==> src/rtl/rx_deserializer_if.sv <==
// Parallel flit handshake between the link receiver and the router input logic.
`ifndef PAYLOAD_SIZE
`define PAYLOAD_SIZE 8
`endif
`ifndef ADDR_BITS
`define ADDR_BITS 4
`endif

interface rx_deserializer_if;
  localparam int unsigned W = `PAYLOAD_SIZE + `ADDR_BITS;

  logic [W-1:0] parallel_out;
  logic         valid;
  logic         ack;

  modport master (output parallel_out, output valid, input ack);
  modport slave  (input parallel_out, input valid, output ack);
endinterface

==> src/rtl/rx_deserializer.sv <==
// Single-wire flit link receiver: start-bit detect, LSB-first shift-in,
// parallel delivery with valid/ack and a busy indication back to the sender.
`ifndef PAYLOAD_SIZE
`define PAYLOAD_SIZE 8
`endif
`ifndef ADDR_BITS
`define ADDR_BITS 4
`endif

module rx_deserializer #(
  parameter int    routerid = -1,
  parameter string port     = "unknown"
) (
  input  logic                clk,
  input  logic                reset,
  input  logic                serial_in,
  rx_deserializer_if.master   flit_bus,
  output logic                channel_busy,
  output logic                rx_active,
  output logic                overflow
);

  localparam int unsigned W  = `PAYLOAD_SIZE + `ADDR_BITS;
  localparam int unsigned CW = $clog2(W);

  // Debug labels only; kept referenced so they stay visible in elaboration.
  localparam bit dbg_unused = (routerid > -1) && (port != "");

  typedef enum logic {IDLE, RECV} state_t;

  state_t         state_q, state_d;
  logic [CW-1:0]  bit_cnt_q, bit_cnt_d;
  logic [W-1:0]   shreg_q, shreg_d;
  logic [W-1:0]   flit_q, flit_d;
  logic           valid_q, valid_d;
  logic           rx_active_q, rx_active_d;
  logic           overflow_q, overflow_d;
  logic [W-1:0]   new_flit;

  always_ff @(posedge clk or posedge reset) begin
    if (reset) begin
      state_q     <= IDLE;
      bit_cnt_q   <= '0;
      shreg_q     <= '0;
      flit_q      <= '0;
      valid_q     <= 1'b0;
      rx_active_q <= 1'b0;
      overflow_q  <= 1'b0;
    end else begin
      state_q     <= state_d;
      bit_cnt_q   <= bit_cnt_d;
      shreg_q     <= shreg_d;
      flit_q      <= flit_d;
      valid_q     <= valid_d;
      rx_active_q <= rx_active_d;
      overflow_q  <= overflow_d;
    end
  end

  always_comb begin
    state_d     = state_q;
    bit_cnt_d   = bit_cnt_q;
    shreg_d     = shreg_q;
    flit_d      = flit_q;
    valid_d     = valid_q;
    rx_active_d = rx_active_q;
    overflow_d  = 1'b0;
    new_flit    = {serial_in, shreg_q[W-1:1]};

    if (valid_q && flit_bus.ack) begin
      valid_d = 1'b0;
    end

    case (state_q)
      IDLE: begin
        if (serial_in) begin
          state_d     = RECV;
          bit_cnt_d   = '0;
          rx_active_d = 1'b1;
        end
      end
      RECV: begin
        shreg_d   = new_flit;
        bit_cnt_d = bit_cnt_q + CW'(1);
        // The counter alone frames the flit; line content is never checked.
        if (bit_cnt_q == CW'(W - 1)) begin
          state_d     = IDLE;
          bit_cnt_d   = '0;
          rx_active_d = 1'b0;
          // A completion may replace a flit only if it is being acked now.
          if (!valid_q || flit_bus.ack) begin
            flit_d  = new_flit;
            valid_d = 1'b1;
          end else begin
            overflow_d = 1'b1;
          end
        end
      end
      default: state_d = IDLE;
    endcase
  end

  assign flit_bus.parallel_out = flit_q;
  assign flit_bus.valid        = valid_q;
  assign rx_active             = rx_active_q;
  assign overflow              = overflow_q;
  assign channel_busy          = rx_active_q | valid_q;

endmodule
==> src/flat_wrapper.sv <==
// flat-port wrapper written by rule: the top's interface ports become plain ports
module rx_deserializer_flat 
#(
  parameter int    routerid = -1,
  parameter string port     = "       "
)
  (clk, reset, serial_in, channel_busy, rx_active, overflow, flit_bus_parallel_out, flit_bus_valid, flit_bus_ack);
  rx_deserializer_if flit_bus_i ();
  input  logic clk;
  input  logic reset;
  input  logic serial_in;
  output logic channel_busy;
  output logic rx_active;
  output logic overflow;
  output wire logic [$bits(flit_bus_i.parallel_out)-1:0] flit_bus_parallel_out;
  output wire logic [$bits(flit_bus_i.valid)-1:0] flit_bus_valid;
  input wire logic [$bits(flit_bus_i.ack)-1:0] flit_bus_ack;
  assign flit_bus_parallel_out = flit_bus_i.parallel_out;
  assign flit_bus_valid = flit_bus_i.valid;
  assign flit_bus_i.ack = flit_bus_ack;
  rx_deserializer #(.routerid(routerid), .port(port)) u_core (.clk(clk), .reset(reset), .serial_in(serial_in), .flit_bus(flit_bus_i), .channel_busy(channel_busy), .rx_active(rx_active), .overflow(overflow));
endmodule
==> config.mk <==
export PLATFORM = sky130hd
export DESIGN_NAME = rx_deserializer_flat
export DESIGN_NICKNAME = d
export VERILOG_FILES = /design/src/rtl/rx_deserializer_if.sv /design/src/rtl/rx_deserializer.sv /design/src/flat_wrapper.sv
export SDC_FILE = /design/constraint.sdc
export NUM_CORES = 1
export LEC_CHECK = 0
export BUFFER_PORTS_ARGS = -buffer_cell sky130_fd_sc_hd__buf_4
export CAP_MARGIN = 20
export CORE_UTILIZATION = 45
export DETAILED_ROUTE_END_ITERATION = 10
export GPL_ROUTABILITY_DRIVEN = 0
export HOLD_SLACK_MARGIN = 0.12
export PLACE_DENSITY = 0.66
export RECOVER_POWER = 100
export SYNTH_ARGS = -nofsm -noshare
export SYNTH_HDL_FRONTEND = slang
export SYNTH_SLANG_ARGS = --single-unit
==> constraint.sdc <==
create_clock -name clk -period 2 [get_ports clk]
set_input_delay 0.2 -clock clk [delete_from_list [all_inputs] [get_ports clk]]
set_output_delay 0.2 -clock clk [all_outputs]
set_load 0.05 [all_outputs]
* Word level (Yosys, flattened, before mapping)
Index checks and enable logic that the tools add are counted.
Widths: inputs -> output; s select.
** Storage, ports and cells
- Flip-flop bits (word level) :: 32
- Bits in latches :: 0
- Memory bits (writable) :: 0
- Memory bits (read-only) :: 0
- Input bits :: 4
- Output and inout bits :: 16
- Word-level logic and storage cells :: 34
- Memories :: 0
** Operators by class
- Add/sub/neg operators :: 1
- Multipliers :: 0
- Div/mod/pow operators :: 0
- Order comparisons :: 0
- Equality and inequality tests :: 3
- Shift operators :: 0
- Mux-type cells :: 16
- Bitwise logic cells :: 2
- Reduce and logical (&&, ||, !) cells :: 5
** Operators with widths (number)
- $mux 1 :: 11
- $mux 4 :: 2
- $pmux 4 s2 :: 1
- $add 4x1->4 const B :: 1
- $eq 4x4->1 const B :: 1
- $ne 2x2->1 const B :: 2
- $pmux 1 s2 :: 2
- $reduce_and 3->1 :: 1
- $reduce_and 2->1 :: 1
- $logic_and 1x1->1 :: 1
- $logic_not 1->1 :: 1
- $logic_or 1x1->1 :: 1
- $not 1->1 :: 1
- $or 1x1->1 :: 1

* Longest topological paths before layout
Gate-level depths: netlist of run 1.
- Depth after elaboration :: 5
- Depth in mapped cells :: 5
- Mapped depth without buffers :: 4

* Worst setup path after synthesis of run 1
OpenSTA, ideal clock, no wires.
- Path kind :: flip-flop to flip-flop
- Start :: reg u_core.valid_q (netlist: u_core.flit_bus.valid)
- End :: reg u_core.flit_q[0] (netlist: u_core.flit_bus.parallel_out[0])
- Setup time :: 0.125 ns
- Arrival time :: 1.372 ns
- Required time :: 1.875 ns
- Slack :: 0.503 ns
- Cell stages (with the launch flop) :: 5
- Cell sequence :: dfrtp_1 > nand2b_1 > nor2b_4 > buf_12 > mux2_4
** Between the ends
- Word-level cells in the longest chain between the ends :: 3
** Ends and longest elaborated chain
- start: declaration :: RTL line rx_deserializer.sv:35 : logic valid_q, valid_d;
- start signal: assignment :: RTL line rx_deserializer.sv:54 : valid_q <= valid_d;
- $logic_not 1->1 :: RTL line rx_deserializer.sv:91 : if (!valid_q || flit_bus.ack) begin
- $logic_or 1x1->1 :: RTL line rx_deserializer.sv:91
- $reduce_and 3->1 (no line)
- end signal: assignment :: RTL line rx_deserializer.sv:53 : flit_q <= flit_d;
- end: declaration :: RTL line rx_deserializer.sv:34 : logic [W-1:0] flit_q, flit_d;
No other way between the ends.
A chain may end at the register's enable or synchronous reset.

* Worst setup path in the final report of run 1
- Start :: reg u_core.bit_cnt_q[0]
- End :: reg u_core.flit_q[5] (netlist: u_core.flit_bus.parallel_out[5])
** Between the ends
- Word-level cells in the longest chain between the ends :: 2
** Ends and longest elaborated chain
- start: declaration :: RTL line rx_deserializer.sv:32 : logic [CW-1:0] bit_cnt_q, bit_cnt_d;
- start signal: assignment :: RTL line rx_deserializer.sv:51 : bit_cnt_q <= bit_cnt_d;
- $eq 4x4->1 :: RTL line rx_deserializer.sv:86 : if (bit_cnt_q == CW'(W - 1)) begin
- $reduce_and 3->1 (no line)
No other way between the ends.

==> impl_metrics.py, run 1 <==
metrics = {
    "sta": {
        "hold_viol_final": 0,
        "slew_headroom_pct": 50.5,
        "period_share_pct": 82.9,
        "rsz0062_at_grt": "false",
        "finalSetupTns_ns": 0,
        "setup_viol": 0,
        "finalMaxSlewViolations": 0,
        "clock_skew_ns": 0.0103,
        "tightest_slew_ns": 0.742,
        "post-route-min-period_ns": 1.66,
        "max_freq_mhz": 603,
    },
    "clock_network": {
        "cts_buffers": 5,
        "cts_max_path_buffers": 2,
        "clock-sinks": 31,
        "cts_tree": "done",
        "cts_resized": 0,
        "htreeDepth": 2,
        "cts_setup_buffers": 0,
        "hold_buffers": 2,
        "cts_root_buf": "clkbuf_4",
        "clkLatencyLatePin_ns": 0.33,
        "clk_pin_slew_ns": 0.09,
    },
    "drt": {
        "vias": 758,
        "drc_errors": 0,
        "finalWirelength_microns": 2120,
        "drtIter0Drc": 13,
        "antenna_left": 0,
        "first_pass_iters": 4,
        "viasPerCell": 5.19,
        "routedWlPerCell_microns": 14.5,
    },
    "synthesis": {
        "yosysWarningCount": 0,
        "syn_area_sq_um": 1300,
        "syn_nets": 92,
        "synthCells": 87,
        "synth_area_per_cell_sq_um": 15.0,
        "synth-seq-cells": 31,
        "ys_seq_area_share_pct": 59.6,
        "synth.distinct_cells": 23,
    },
    "floorplan": {
        "fp.dieW_microns": 55.8,
        "coreArea_sq_um": 2760,
        "die_h_microns": 55.8,
        "ios": 20,
        "die_area_sq_um": 3110,
        "initial_core_util_pct": 47.2,
        "rows": 19,
    },
    "finish": {
        "final_cell_mix": "dfrtp_1, clkbuf_1, mux2_2",
        "antenna_cells": 0,
        "num-nets-final": 119,
        "fin_util_pct": 52.6,
        "drive_gt1_share_pct": 24.3,
        "syn_to_final_growth_pct": 11.4,
        "fillers": 264,
        "final_common_cell": "dfrtp_1",
        "seq_area_sq_um": 776,
        "multi_input_area_sq_um": 442,
    },
    "worst_setup_path": {
        "crit_slowest_cell": "dfrtp_1",
        "crit_type": "reg -> reg",
        "crit_path_max_incr_delay_ns": 0.39,
        "start_kind": "register",
        "worstPathRequired_ns": 2.22,
        "crit_fanout": 12,
        "arrival_ns": 1.88,
        "crit_start": "u_core.bit_cnt_q[0]",
        "critical-path-top-delay-family": "simple AND/OR/NAND/NOR gates",
        "worstPathCellList": "ha_1 > nand4b_4 > nor2b_4 > mux2_2",
        "crit_buf_inv": 0,
        "reg2reg_from": "u_core.bit_cnt_q[0]",
        "cp-end-kind": "register",
    },
    "global_route": {
        "grt_overflow_total": 0,
        "antenna_found_initial": 0,
        "grt.total_usage_pct": 15.8,
        "grt_pass1_vias": 807,
        "grt_first_pass_wirelength_microns": 3640,
        "grt_start_max_net_pins": 32,
    },
    "worst_hold_path": {
        "hold_start": "flit_bus_ack",
        "hold_path_class": "in -> reg",
    },
    "status": {
        "outcome": "finished, final reports clean",
    },
    "run": {
        "cap_violations": 0,
    },
    "placed_design": {
        "port-buffer-count": 19,
        "hpwlAfterDp_microns": 1400,
    },
}
==> metrics by stage <==
stage          cells  worst slack (ns)  area [sq um]  hold WS, ns
5_1_grt          146             0.229          1450        0.188
3_3_place_gp     136             0.327          1460        0.299
2_1_floorplan     87             0.503          1300        0.304
6_report         146             0.342          1450        0.177
3_5_place_dp     136             0.262          1460        0.307
4_1_cts          146             0.228          1550        0.167
==> path summary, 6_finish.rpt <==
check / slack, ns / to / cells after the start
worst max-delay path: 0.34 / u_core.flit_bus.parallel_out[5] / 4
worst min-delay path: 0.18 / u_core.flit_bus.valid / 3
worst max register to register: 0.34 / u_core.flit_bus.parallel_out[5] / 4
worst min register to register: 0.49 / u_core.flit_bus.parallel_out[8] / 1
max in group asynchronous: 0.89 / u_core.flit_bus.parallel_out[10] / 4
min in group asynchronous: 0.63 / u_core.shreg_q[4] / 4
==> area by class of cell <==
type / instances / area share (%)
Timing Repair Buffer: 23 / 7.93
Multi-Input combinational cell: 50 / 30.4
Sequential cell: 31 / 53.4
Clock buffer: 8 / 4.74
Tap cell: 31 / 2.67
Inverter: 3 / 0.776
==> layer usage <==
| metal | vias up | wire (microns) | track usage [%] |
|---|---|---|---|
| met5 | - | 0 | 0 |
| met3 | 7 | 88 | 4.88 |
| li1 | 359 | - | - |
| met2 | 17 | 1050 | 25.0 |
| met4 | 0 | 55 | 9.64 |
| met1 | 375 | 919 | 18.9 |
==> cells in the mapped netlist, drive strengths merged <==
cell / count / area share (%)
ha: 1 / 0.96
o311ai: 1 / 0.67
nand4: 1 / 0.48
nand2b: 3 / 1.4
a21boi: 1 / 0.58
nand4b: 1 / 1.8
a21oi: 1 / 0.38
o21ai: 3 / 1.2
mux2: 23 / 23
nand3b: 2 / 1.2
buf: 3 / 2.8
nor2b: 1 / 1.1
and3: 1 / 0.48
nand3: 2 / 0.77
nor2: 2 / 0.58
a21o: 1 / 0.58
nand2: 5 / 1.4
dfrtp: 31 / 60
inv: 3 / 0.86
or2: 1 / 0.48
==> registers in the layout, indices dropped and copies added (netlist names) <==
register / flops
u_core.flit_bus.valid: 1
u_core.state_q: 1
u_core.rx_active: 1
u_core.bit_cnt_q: 4
u_core.flit_bus.parallel_out: 12
u_core.overflow: 1
u_core.shreg_q: 11
==> tightest hold or removal path: stages <==
cell and delay (ns):
buf_4 0.07, nand2b_1 0.13, nand2_1 0.06
==> cells by family after synthesis <==
logic type                 after synthesis  share of synthesized area [%]
AOI/OAI and AO/OA                        7                           3.36
adders and majority gates                1                          0.960
buffers and inverters                    6                           3.65
DFF                                     31                           59.6
muxes                                   23                           22.8
and+or+nand+nor                         19                           9.70
Power of run 1 is left out: the tool's default activity adds up to more than one toggle a clock period on the data nets, which glitch-free logic cannot reach.
==> inputs of run 2 (changes only) <==
- PLACE_DENSITY: 0.66 -> 0.68
- clock period: 2 -> 1.5 ns (I/O delays scaled with it)
==> impl_metrics.py, run 2 (synthesis gave the netlist of run 1 again) <==
metrics = {
    "floorplan": {
        "ios": 20,
        "die_area_sq_um": 3110,
        "initial_core_util_pct": 47.2,
        "coreArea_sq_um": 2760,
        "die_h_microns": 55.8,
        "rows": 19,
        "fp.dieW_microns": 55.8,
    },
    "placed_design": {
        "port-buffer-count": 19,
        "hpwlAfterDp_microns": 1410,
        "placed_cells": 140,
    },
    "drt": {
        "wl_met3_microns": 91,
        "viasPerCell": 5.10,
        "finalWirelength_microns": 2140,
        "drt-met1-wl_microns": 987,
        "dr.max_layer_used": "met4",
        "antenna_left": 0,
        "drtIter0Drc": 8,
        "drc_errors": 0,
        "vias": 770,
        "routedWlPerCell_microns": 14.2,
        "wl_met2_microns": 1020,
        "first_pass_iters": 4,
    },
    "sta": {
        "period_share_pct": 99.7,
        "post-route-min-period_ns": 1.50,
        "tightest_slew_ns": 0.746,
        "hold_ws_ns": 0.149,
        "finalSetupTns_ns": 0,
        "setup_viol": 0,
        "rsz0062_at_grt": "true",
        "slew_headroom_pct": 50.3,
        "max_freq_mhz": 668,
        "hold_viol_final": 0,
        "clock_skew_ns": 0.00745,
        "finalMaxSlewViolations": 0,
    },
    "global_route": {
        "grt_pass1_vias": 726,
        "grt_first_pass_wirelength_microns": 3510,
        "grt_start_max_net_pins": 32,
        "grt_overflow_total": 0,
        "grt.total_usage_pct": 15.4,
        "antenna_found_initial": 0,
    },
    "finish": {
        "antenna_cells": 0,
        "fin_util_pct": 57.4,
        "final_common_cell": "dfrtp_1",
        "largest_register_ffs": 12,
        "seq_area_sq_um": 776,
        "drive_gt1_share_pct": 49.2,
        "multi_input_area_sq_um": 482,
        "fin_cells": 151,
        "final_cell_mix": "dfrtp_1, buf_4, mux2_2",
        "syn_to_final_growth_pct": 21.5,
        "num-nets-final": 124,
        "fillers": 234,
    },
    "worst_setup_path": {
        "arrival_ns": 1.71,
        "worstPathRequired_ns": 1.71,
        "cp-end-kind": "register",
        "crit_fanout": 9,
        "start_kind": "register",
        "crit_start": "u_core.bit_cnt_q[1]",
        "crit_type": "reg -> reg",
        "reg2reg_from": "u_core.bit_cnt_q[1]",
    },
    "clock_network": {
        "clock-sinks": 31,
        "clkLatencyLatePin_ns": 0.33,
        "cts_max_path_buffers": 2,
        "clk_pin_slew_ns": 0.09,
        "cts_tree": "done",
        "htreeDepth": 2,
        "cts_buffers": 5,
        "cts_root_buf": "clkbuf_4",
    },
    "pwr": {
        "ir_drop_mv": 1.58,
        "p_leak_uw": 0.000771,
        "power.density_nw_per_um2": 2370,
    },
    "run": {
        "cap_violations": 0,
    },
    "worst_hold_path": {
        "hold_start": "flit_bus_ack",
        "hold_path_class": "in -> reg",
    },
    "status": {
        "outcome": "finished, final reports clean",
    },
}
-- run 2: through the flow --
| step | power [uW] | area [sq um] | setup slack, ns |
|---|---|---|---|
| floorplan | 2790 | 1300 | 0.00280 |
| global placement | 3240 | 1510 | 0.0571 |
| detailed placement | 3290 | 1510 | 0.00820 |
| CTS | 3760 | 1580 | 0.00888 |
| global route | 3960 | 1580 | -0.0377 |
| finish | 3740 | 1580 | 0.00408 |
-- run 2: area by class of cell --
| cell class | count | share of cell area [%] |
|---|---|---|
| flip-flops and latches | 31 | 49.0 |
| multi-input cells | 50 | 30.4 |
| repair buffers | 28 | 14.2 |
| clock buffers | 7 | 2.85 |
| well taps | 31 | 2.45 |
| inverters | 3 | 0.711 |
| clock inverters | 1 | 0.316 |
-- run 2: timing repair --
action,in CTS,in global routing
gates resized for setup,1,0
hold buffers,2,0
buffers inserted,0,1
setup endpoints to repair,1,2
hold endpoints to repair,35,0
-- run 2: worst paths after layout --
path	slack, ns	to	cells after the start
worst max-delay path	0.004	u_core.flit_bus.parallel_out[5]	5
worst min-delay path	0.15	u_core.overflow	3
worst max register to register	0.004	u_core.flit_bus.parallel_out[5]	5
worst min register to register	0.52	u_core.flit_bus.parallel_out[0]	1
max in group asynchronous	0.45	u_core.shreg_q[2]	4
min in group asynchronous	0.57	u_core.flit_bus.parallel_out[8]	4
-- run 2: worst max-delay path, cell delays in order (launching register included) --
cell,delay (ns)
dfrtp_1,0.38
ha_2,0.22
nand4b_4,0.13
nor2b_4,0.17
buf_12,0.15
mux2_2,0.34
-- run 2: metal layers --
metal	vias to the layer above	global-route usage (%)
met5	-	0
met4	0	7.50
met2	19	22.7
met3	5	6.28
met1	380	19.7
li1	366	-
-- run 2: power by group --
part / leakage (uW) / total, uW / internal (uW) / switching (uW)
clock: 0.0000293 / 456 / 182 / 274
combinational: 0.000365 / 1820 / 808 / 1010
sequential: 0.000376 / 1470 / 1200 / 261
total: 0.000771 / 3740 / 2200 / 1550
(Power assumes the default switching activity.)
